$ cat config.mk
export PLATFORM = sky130hd
export DESIGN_NAME = uart_tx
export DESIGN_NICKNAME = d
export VERILOG_FILES = /design/src/rtl/uart_pkg.sv /design/src/rtl/uart_baud_counter.sv /design/src/rtl/uart_tx.sv
export SDC_FILE = /design/constraint.sdc
export NUM_CORES = 1
export LEC_CHECK = 0
export BUFFER_PORTS_ARGS = -buffer_cell sky130_fd_sc_hd__buf_4
export CAP_MARGIN = 10
export CORE_ASPECT_RATIO = 0.9
export CORE_MARGIN = 1
export CORE_UTILIZATION = 50
export DETAILED_ROUTE_END_ITERATION = 10
export GPL_TIMING_DRIVEN = 0
export PLACE_DENSITY = 0.73
export SLEW_MARGIN = 30
export SYNTH_ARGS = -nofsm -noshare
export SYNTH_HDL_FRONTEND = slang
export SYNTH_SLANG_ARGS = --single-unit
$ cat constraint.sdc
create_clock -name clk -period 1.95 [get_ports clk]
set_clock_uncertainty 0.1 [all_clocks]
set_input_delay 0.195 -clock clk [delete_from_list [all_inputs] [get_ports clk]]
set_output_delay 0.195 -clock clk [all_outputs]
set_load 0.02 [all_outputs]
$ cat src/rtl/uart_pkg.sv
// rtl/uart_pkg.sv - shared UART types and default constants
package uart_pkg;

  localparam int UART_CLKS_PER_BIT = 868;
  localparam int UART_DBIT         = 8;

  typedef enum logic [2:0] {
    IDLE,
    START,
    DATA,
    PARITY,
    STOP
  } tx_state_t;

endpackage

$ cat src/rtl/uart_baud_counter.sv
// rtl/uart_baud_counter.sv - bit-period counter, pulses bit_end on the last clk of each bit
module uart_baud_counter #(
  parameter int CLKS_PER_BIT = 868
) (
  input  logic clk,
  input  logic reset,
  input  logic clear,
  output logic bit_end
);

  localparam int              CW   = $clog2(CLKS_PER_BIT);
  localparam logic [CW-1:0]   LAST = CW'(CLKS_PER_BIT - 1);

  logic [CW-1:0] cnt_q;
  logic [CW-1:0] cnt_d;

  assign bit_end = !clear && (cnt_q == LAST);

  // Count 0..CLKS_PER_BIT-1, wrapping at each bit boundary; clear parks it at 0
  always_comb begin
    cnt_d = cnt_q;
    if (clear || (cnt_q == LAST)) begin
      cnt_d = '0;
    end else begin
      cnt_d = cnt_q + CW'(1);
    end
  end

  // Counter register
  always_ff @(posedge clk) begin
    if (reset) begin
      cnt_q <= '0;
    end else begin
      cnt_q <= cnt_d;
    end
  end

endmodule

$ cat src/rtl/uart_tx.sv
// rtl/uart_tx.sv - FIFO-draining UART transmitter, 8N1 or 8E1 when UART_TX_PARITY_EN is defined
module uart_tx
  import uart_pkg::*;
#(
  parameter int CLKS_PER_BIT = UART_CLKS_PER_BIT,
  parameter int DBIT         = UART_DBIT,
  parameter int STOP_BITS    = 1
) (
  input  logic            clk,
  input  logic            reset,
  input  logic            empty,
  input  logic [DBIT-1:0] rd_data,
  output logic            read,
  output logic            tx,
  output logic            tx_busy,
  output logic            tx_done_tick
);

  localparam int            BW        = $clog2(DBIT);
  localparam logic [BW-1:0] LAST_BIT  = BW'(DBIT - 1);
  localparam logic          LAST_STOP = 1'(STOP_BITS - 1);

  tx_state_t       state_q;
  logic [DBIT-1:0] shreg_q;
  logic [BW-1:0]   bit_cnt_q;
  logic            stop_cnt_q;
  logic            tx_q;
  logic            busy_q;
`ifdef UART_TX_PARITY_EN
  logic            parity_q;
`endif

  logic bit_end;
  logic baud_clear;

  // Baud counter idles at 0 so the start bit gets a full period after the pop
  assign baud_clear = (state_q == IDLE);

  uart_baud_counter #(
    .CLKS_PER_BIT(CLKS_PER_BIT)
  ) u_baud (
    .clk    (clk),
    .reset  (reset),
    .clear  (baud_clear),
    .bit_end(bit_end)
  );

  assign read         = (state_q == IDLE) && !empty && !reset;
  assign tx_done_tick = (state_q == STOP) && bit_end && (stop_cnt_q == LAST_STOP);
  assign tx           = tx_q;
  assign tx_busy      = busy_q;

  // Frame sequencer: tx_q is loaded with the level of the bit being entered
  always_ff @(posedge clk) begin
    if (reset) begin
      state_q    <= IDLE;
      shreg_q    <= '0;
      bit_cnt_q  <= '0;
      stop_cnt_q <= 1'b0;
      tx_q       <= 1'b1;
      busy_q     <= 1'b0;
`ifdef UART_TX_PARITY_EN
      parity_q   <= 1'b0;
`endif
    end else begin
      case (state_q)
        IDLE: begin
          tx_q <= 1'b1;
          if (!empty) begin
            shreg_q    <= rd_data;
            bit_cnt_q  <= '0;
            stop_cnt_q <= 1'b0;
            tx_q       <= 1'b0;
            busy_q     <= 1'b1;
            state_q    <= START;
`ifdef UART_TX_PARITY_EN
            parity_q   <= ^rd_data;
`endif
          end
        end
        START: begin
          if (bit_end) begin
            tx_q    <= shreg_q[0];
            state_q <= DATA;
          end
        end
        DATA: begin
          if (bit_end) begin
            shreg_q <= shreg_q >> 1;
            if (bit_cnt_q == LAST_BIT) begin
`ifdef UART_TX_PARITY_EN
              tx_q    <= parity_q;
              state_q <= PARITY;
`else
              tx_q    <= 1'b1;
              state_q <= STOP;
`endif
            end else begin
              bit_cnt_q <= bit_cnt_q + BW'(1);
              tx_q      <= shreg_q[1];
            end
          end
        end
`ifdef UART_TX_PARITY_EN
        PARITY: begin
          if (bit_end) begin
            tx_q    <= 1'b1;
            state_q <= STOP;
          end
        end
`endif
        STOP: begin
          if (bit_end) begin
            if (stop_cnt_q == LAST_STOP) begin
              busy_q  <= 1'b0;
              state_q <= IDLE;
            end else begin
              stop_cnt_q <= 1'b1;
            end
          end
        end
        default: begin
          tx_q    <= 1'b1;
          busy_q  <= 1'b0;
          state_q <= IDLE;
        end
      endcase
    end
  end

endmodule

**Word-level counts from Yosys, hierarchy flattened**

Cells that the tools add are included.

- Eq/ne operators: 12
- Bitwise logic cells: 3
- Add/sub/neg operators: 2
- Mux-type cells: 27
- Reductions and logical operators: 20

Operators with widths:

| operator | count |
|---|---|
| 3-bit two-way mux | 9 |
| 8-bit two-way mux | 2 |
| 8-bit one-hot mux with 2 select lines | 1 |
| 2-bit inequality test (second input constant) | 7 |
| 3-bit one-hot mux with 4 select lines | 1 |
| 10-bit by 1-bit adder with 10-bit output (second input constant) | 1 |
| 10-bit == test (second input constant) | 1 |
| 1-bit two-way mux | 10 |
| 3-bit AND reduction | 3 |
| 4-bit AND reduction | 2 |
| 3-bit == test (second input constant) | 2 |
| 3-bit one-hot mux with 2 select lines | 1 |
| 6-bit AND reduction | 1 |
| 1-bit logical AND | 5 |
| 1-bit one-hot mux with 4 select lines | 1 |
| 2-bit nonzero test | 2 |
| 2-bit OR reduction | 2 |
| 3-bit by 1-bit adder with 3-bit output (second input constant) | 1 |
| 3-bit by 1-bit == test with 1-bit output (second input constant) | 1 |
| 3-bit by 2-bit == test with 1-bit output (second input constant) | 1 |
| 1-bit zero test | 3 |
| 3-bit zero test | 1 |
| 1-bit NOT | 3 |
| 1-bit one-hot mux with 3 select lines | 1 |
| other kinds (2) | 2 |

- Register bits after elaboration: 27
- Input port bits: 11
- Output and inout bits: 4

**Longest topological paths before layout**

- Depth in word-level cells: 5
- Gate-level depth with buffers: 6

**Modules after synthesis**

A second synthesis with hierarchy kept.

- Cell total of the unflattened synthesis: 172
- Area total of the unflattened synthesis: 1433.9 um^2

Modules (own cells, without submodules):

| module | area an instance (um^2) | cells each | instances |
|---|---|---|---|
| uart_tx | 969.7 | 117 | 1 |
| uart_baud_counter | 464.2 | 55 | 1 |

**Worst setup path after synthesis**

No wires, ideal clock.

- Path type: flip-flop to flip-flop
- Start point: reg u_baud.cnt_q[4]
- End point: reg tx_q (netlist: tx)
- Setup time: 0.116 ns
- Path buffers: 1
- Arrival time: 1.877 ns
- Stages on the path, launching flop included: 6
- Clock period less this slack: 2.093 ns
- Required time: 1.734 ns
- Path slack: -0.143 ns
- Path through: dfxtp_1 or4_4 or3_1 buf_2 or3_1 a41o_1

- Word-level cells in the longest chain between the ends: 4
- Elaborated cells between the ends (all ways): 5
- Those cells by class: 3 x eq/ne; 2 x reduce/logical

RTL lines:

| what | RTL line | RTL |
|---|---|---|
| from (decl) | uart_baud_counter.sv:14 | `logic [CW-1:0] cnt_q;` |
| from (signal assigned) | uart_baud_counter.sv:34 | `cnt_q <= cnt_d;` |
| 10-bit == test (*) | uart_baud_counter.sv:17 | `assign bit_end = !clear && (cnt_q == LAST);` |
| 1-bit logical AND (*) | uart_baud_counter.sv:17 |  |
| 2-bit inequality test (no source line) | - |  |
| 3-bit AND reduction (no source line) (*) | - |  |
| to (signal assigned) | uart_tx.sv:83 | `tx_q <= shreg_q[0];` |
| to (signal assigned) | uart_tx.sv:100 | `tx_q <= shreg_q[1];` |
| to (decl) | uart_tx.sv:27 | `logic tx_q;` |

Mark *: on every way between the ends. The rest lies on a longest branch, timed or not.
A chain may end at the register's enable or synchronous reset.

**Worst setup path in the final report**

- Start point: reg u_baud.cnt_q[4]
- End point: out tx_done_tick

- Word-level cells in the longest chain between the ends: 4

RTL lines:

| what | RTL line | RTL |
|---|---|---|
| 10-bit == test | uart_baud_counter.sv:17 |  |
| 1-bit logical AND | uart_baud_counter.sv:17 |  |
| 1-bit logical AND (2 in a row) | uart_tx.sv:49 | `assign tx_done_tick = (state_q == STOP) && bit_end && (stop_cnt_q == LAST_STOP);` |
| to (decl) | uart_tx.sv:16 | `output logic tx_done_tick` |

No other way between the ends.

==> run summary <==
By area the synthesized netlist is led by sky130_fd_sc_hd__dfxtp_1 (41%), sky130_fd_sc_hd__nor2_1 (6.2%), sky130_fd_sc_hd__nand2_1 (5.6%). The die covers 2753 um^2. Detailed-route DRC error count: 0.

The final hold violation count is 0, and the final-report setup violation count is 7. For this run, the post-layout net count is 189. The final wirelength is 2901 um, and the number of antenna violations at the first check in global routing is 0. STA classifies the critical path startpoint as a flip-flop. The run finished, with violations left. The run gives 0.05249 as the met3 track demand over resource. Total leakage power: 0.6280 nW.

The slowest stage of the critical path is the sky130_fd_sc_hd__or4_4 cell. The tools report the post-layout instance count excluding filler cells as 201. The synthesized design contains 0 enable-type register cells. The count of hold-fix buffers inserted at cts is 0, and the number of clock sinks is 26. The via density per instance was 5.791; the count of input and output buffers was 14. During I/O placement, the number of pins put on the boundary was 15.

Dividing total power by cell area gives a power density of 606.9 nW/um^2. Synthesis inferred 26 register bits. The floorplan step set the die height to 49.88 um. The area growth from synthesis to layout is 24.56%. The net count after synthesis was 164; the met1 capacity usage during global routing was 0.3084.

Counting tap cells, the placed design contains a total of 191 instances. The number of different library cells used by synthesis comes to 36. Clock latency on the worst-skew pair, taken at its later pin, is 320 ps. The via count of the first global-routing pass was 1089; the width of the die was 55.20 um. The tools report the effective utilization at floorplan as 0.5581. The biggest area contributor in the post-synthesis netlist is sky130_fd_sc_hd__dfxtp_1. By instance count, the leading cell after synthesis is sky130_fd_sc_hd__dfxtp_1. The sequential element share of the synthesized area is 0.4086.

The run gives 0.2349 as the aggregate global-route resource usage. The slew at the pin closest to its max-slew limit works out to 481.7 ps. Walking the worst path, the cells encountered are or4_4, or3_4, nor2_2, buf_6.

The final clock period utilization by the worst path was 1.074. TritonCTS built the clock tree. The tools report the worst-case clock buffer depth as 2. The tools report the summed instance area of the synthesized netlist as 1274 um^2. The largest voltage drop on the vdd net came out at 0.0005109 V. The worst path setup slack after routing is -145.2 ps.

The number of standard cells after synthesis is 150. The class of the most critical setup path is reg2out. STA puts the critical path data required time at 1650 ps. The largest net degree at the start of global routing is 15, and the remaining number of nets flagged by the antenna check after routing is 0.

The final routed wire length divided by cell count came out at 14.43 um. Counting instances in the post-synthesis netlist gives the leading cell types as sky130_fd_sc_hd__dfxtp_1 (26), sky130_fd_sc_hd__nor2_1 (21), sky130_fd_sc_hd__nand2_1 (19), sky130_fd_sc_hd__clkbuf_1 (9), sky130_fd_sc_hd__a311oi_1 (7). The first global-routing pass estimated 5106 um of wire. The run gives 5 as the first-pass iteration count of the detailed router.

The fraction of layout cells with a size suffix above 1 is 0.2989, and the mean post-synth cell area is 8.491 um^2. met2 is the most crowded layer. The root buffer cell chosen for the clock tree is sky130_fd_sc_hd__clkbuf_4.

For the H-tree depth reported by CTS, the log shows 1. For this block, the initial DRC count from the detailed router was 49. For this run the aggregate overflow at the end of global routing stands at 0.

The worst endpoint data arrival time was 1800 ps; the number of antenna diodes was 0. For this run, the leading register cell type out of synthesis is sky130_fd_sc_hd__dfxtp_1. In this design, the stage delay of the slowest critical-path cell is 510 ps.

The Yosys step of the flow raised 0 warnings. The max-slew violation total from the final report was 0; the clock transition at the register clock pins on the worst setup and hold paths after CTS was 130 ps. Normalized max-slew margin: 0.6789. Subtracting the final worst setup slack from the clock period gives 2095 ps.

The min-delay analysis places its worst path in the category in2reg. The detailed router placed 1164 vias in this run. Timing would allow up to 477.3 MHz. The share of flip-flops with an asynchronous set or reset after synthesis is 0. The tools report the max capacitance violation total as 0. Summed over all failing endpoints, the final setup total negative slack is -438.6 ps.

The clock buffer count from CTS came out at 3. After floorplanning, the core was sized to cover 2282 um^2. For the met2 track utilization from global routing, the log shows 0.3855. The tools report the critical path capture point type as an output pin.

The tools report the placed wire-length estimate after detailed placement as 2075 um. Fraction of post-synthesis cell area in the top cell type by area: 0.4086. The final reports fail on negative setup slack. The tools report the global placement routability congestion as 0.8157. Setup repair after global routing could not meet its margin everywhere.

In this run the worst path has a maximum fanout of 5. The floorplan has 16 rows.
## registers in the layout (all words and copies together), names as in the netlist
| signal | flops |
|---|---|
| u_baud.cnt_q | 10 |
| shreg_q | 8 |
| bit_cnt_q | 3 |
| state_q | 3 |
| tx | 1 |
| tx_busy | 1 |
## where the power goes
| part | switching, mW | leakage [nW] | internal (mW) |
|---|---|---|---|
| clock | 0.159 | 0.0210 | 0.114 |
| sequential | 0.0131 | 0.214 | 0.551 |
| combinational | 0.0598 | 0.393 | 0.0653 |
| total | 0.232 | 0.628 | 0.731 |
## metrics by stage
step | util | cell area, um^2 | total power [mW] | setup slack, ps | hold WS (ps)
after global routing | 0.6952 | 1587 | 1.007 | -221.4 | 30.04
after floorplan | - | 1286 | 0.6409 | -122.8 | 257.5
after CTS | 0.6765 | 1544 | 0.9637 | -168.4 | 29.84
after detailed placement | 0.6245 | 1425 | 0.6820 | -315.7 | 352.6
final | 0.6952 | 1587 | 0.9628 | -145.2 | 38.15
after global placement | 0.6245 | 1425 | 0.6764 | -238.2 | 345.0
## kinds of logic after synthesis
family / synth area share
simple gates: 0.2927
fa+ha+maj: 0.02947
flops: 0.4086
xor+xnor: 0.05501
buf+inv: 0.03732
mux: 0.02456
compound gates: 0.1523
## path summary, 6_finish.rpt
path,slack (ps),cells after the start,end,startpoint
worst max register to register,-130,5,bit_cnt_q[0],u_baud.cnt_q[4]
worst min-delay path,40,3,shreg_q[3],rd_data[3]
worst max-delay path,-150,4,tx_done_tick,u_baud.cnt_q[4]
worst min register to register,380,1,u_baud.cnt_q[0],u_baud.cnt_q[0]
## critical path: cells and delay by family, from the launching register on
family        cells  cell delay, ps
simple gates      3            1000
flops             1             360
buf+inv           1             120
## layout by cell type (no fill, tap or decap), types with 2 or more instances in the layout
| master | instances |
|---|---|
| sky130_fd_sc_hd__nor3b_1 | 2 |
| sky130_fd_sc_hd__dfxtp_1 | 23 |
| sky130_fd_sc_hd__clkbuf_2 | 4 |
| sky130_fd_sc_hd__nand3_1 | 4 |
| sky130_fd_sc_hd__nand3b_1 | 4 |
| sky130_fd_sc_hd__or3_1 | 2 |
| sky130_fd_sc_hd__dfxtp_2 | 2 |
| sky130_fd_sc_hd__or3_4 | 2 |
| sky130_fd_sc_hd__xor2_1 | 5 |
| sky130_fd_sc_hd__clkbuf_1 | 3 |
| sky130_fd_sc_hd__nor2_1 | 20 |
| sky130_fd_sc_hd__o21ai_0 | 2 |
| sky130_fd_sc_hd__a311oi_1 | 7 |
| sky130_fd_sc_hd__or4_4 | 3 |
| sky130_fd_sc_hd__buf_4 | 21 |
| sky130_fd_sc_hd__a211oi_2 | 2 |
| sky130_fd_sc_hd__nor3_1 | 3 |
| sky130_fd_sc_hd__ha_1 | 2 |
| sky130_fd_sc_hd__nand4_1 | 2 |
| sky130_fd_sc_hd__nand2_1 | 19 |
| sky130_fd_sc_hd__or3b_2 | 2 |
| sky130_fd_sc_hd__nand2b_1 | 3 |
| sky130_fd_sc_hd__clkbuf_4 | 3 |
| sky130_fd_sc_hd__a21oi_1 | 5 |
| sky130_fd_sc_hd__mux2i_1 | 2 |
| sky130_fd_sc_hd__buf_6 | 2 |
| sky130_fd_sc_hd__xnor2_1 | 3 |
## per-layer routing
metal | part of all wire | routed length [um]
met5 | 0 | 0
met3 | 0.034 | 98
met2 | 0.47 | 1353
met4 | 0.015 | 44
met1 | 0.48 | 1404
## final cells by class
cell class | instances | area (um^2)
sequential | 26 | 526.8
clock buffer | 4 | 36.28
multi-input combinational | 112 | 763.2
timing repair buffer | 23 | 183.9
inverter | 1 | 3.754
buffer | 8 | 38.79
tap | 27 | 33.78
fill | 192 | 695.7
## timing repair
action / in CTS / in global routing
setup endpoints to repair: 25 / 26
gates cloned: 1 / 0
gates resized for setup: 11 / 15
pin swaps: 9 / 2
buffers inserted: 6 / 2
(Power assumes the default switching activity.)
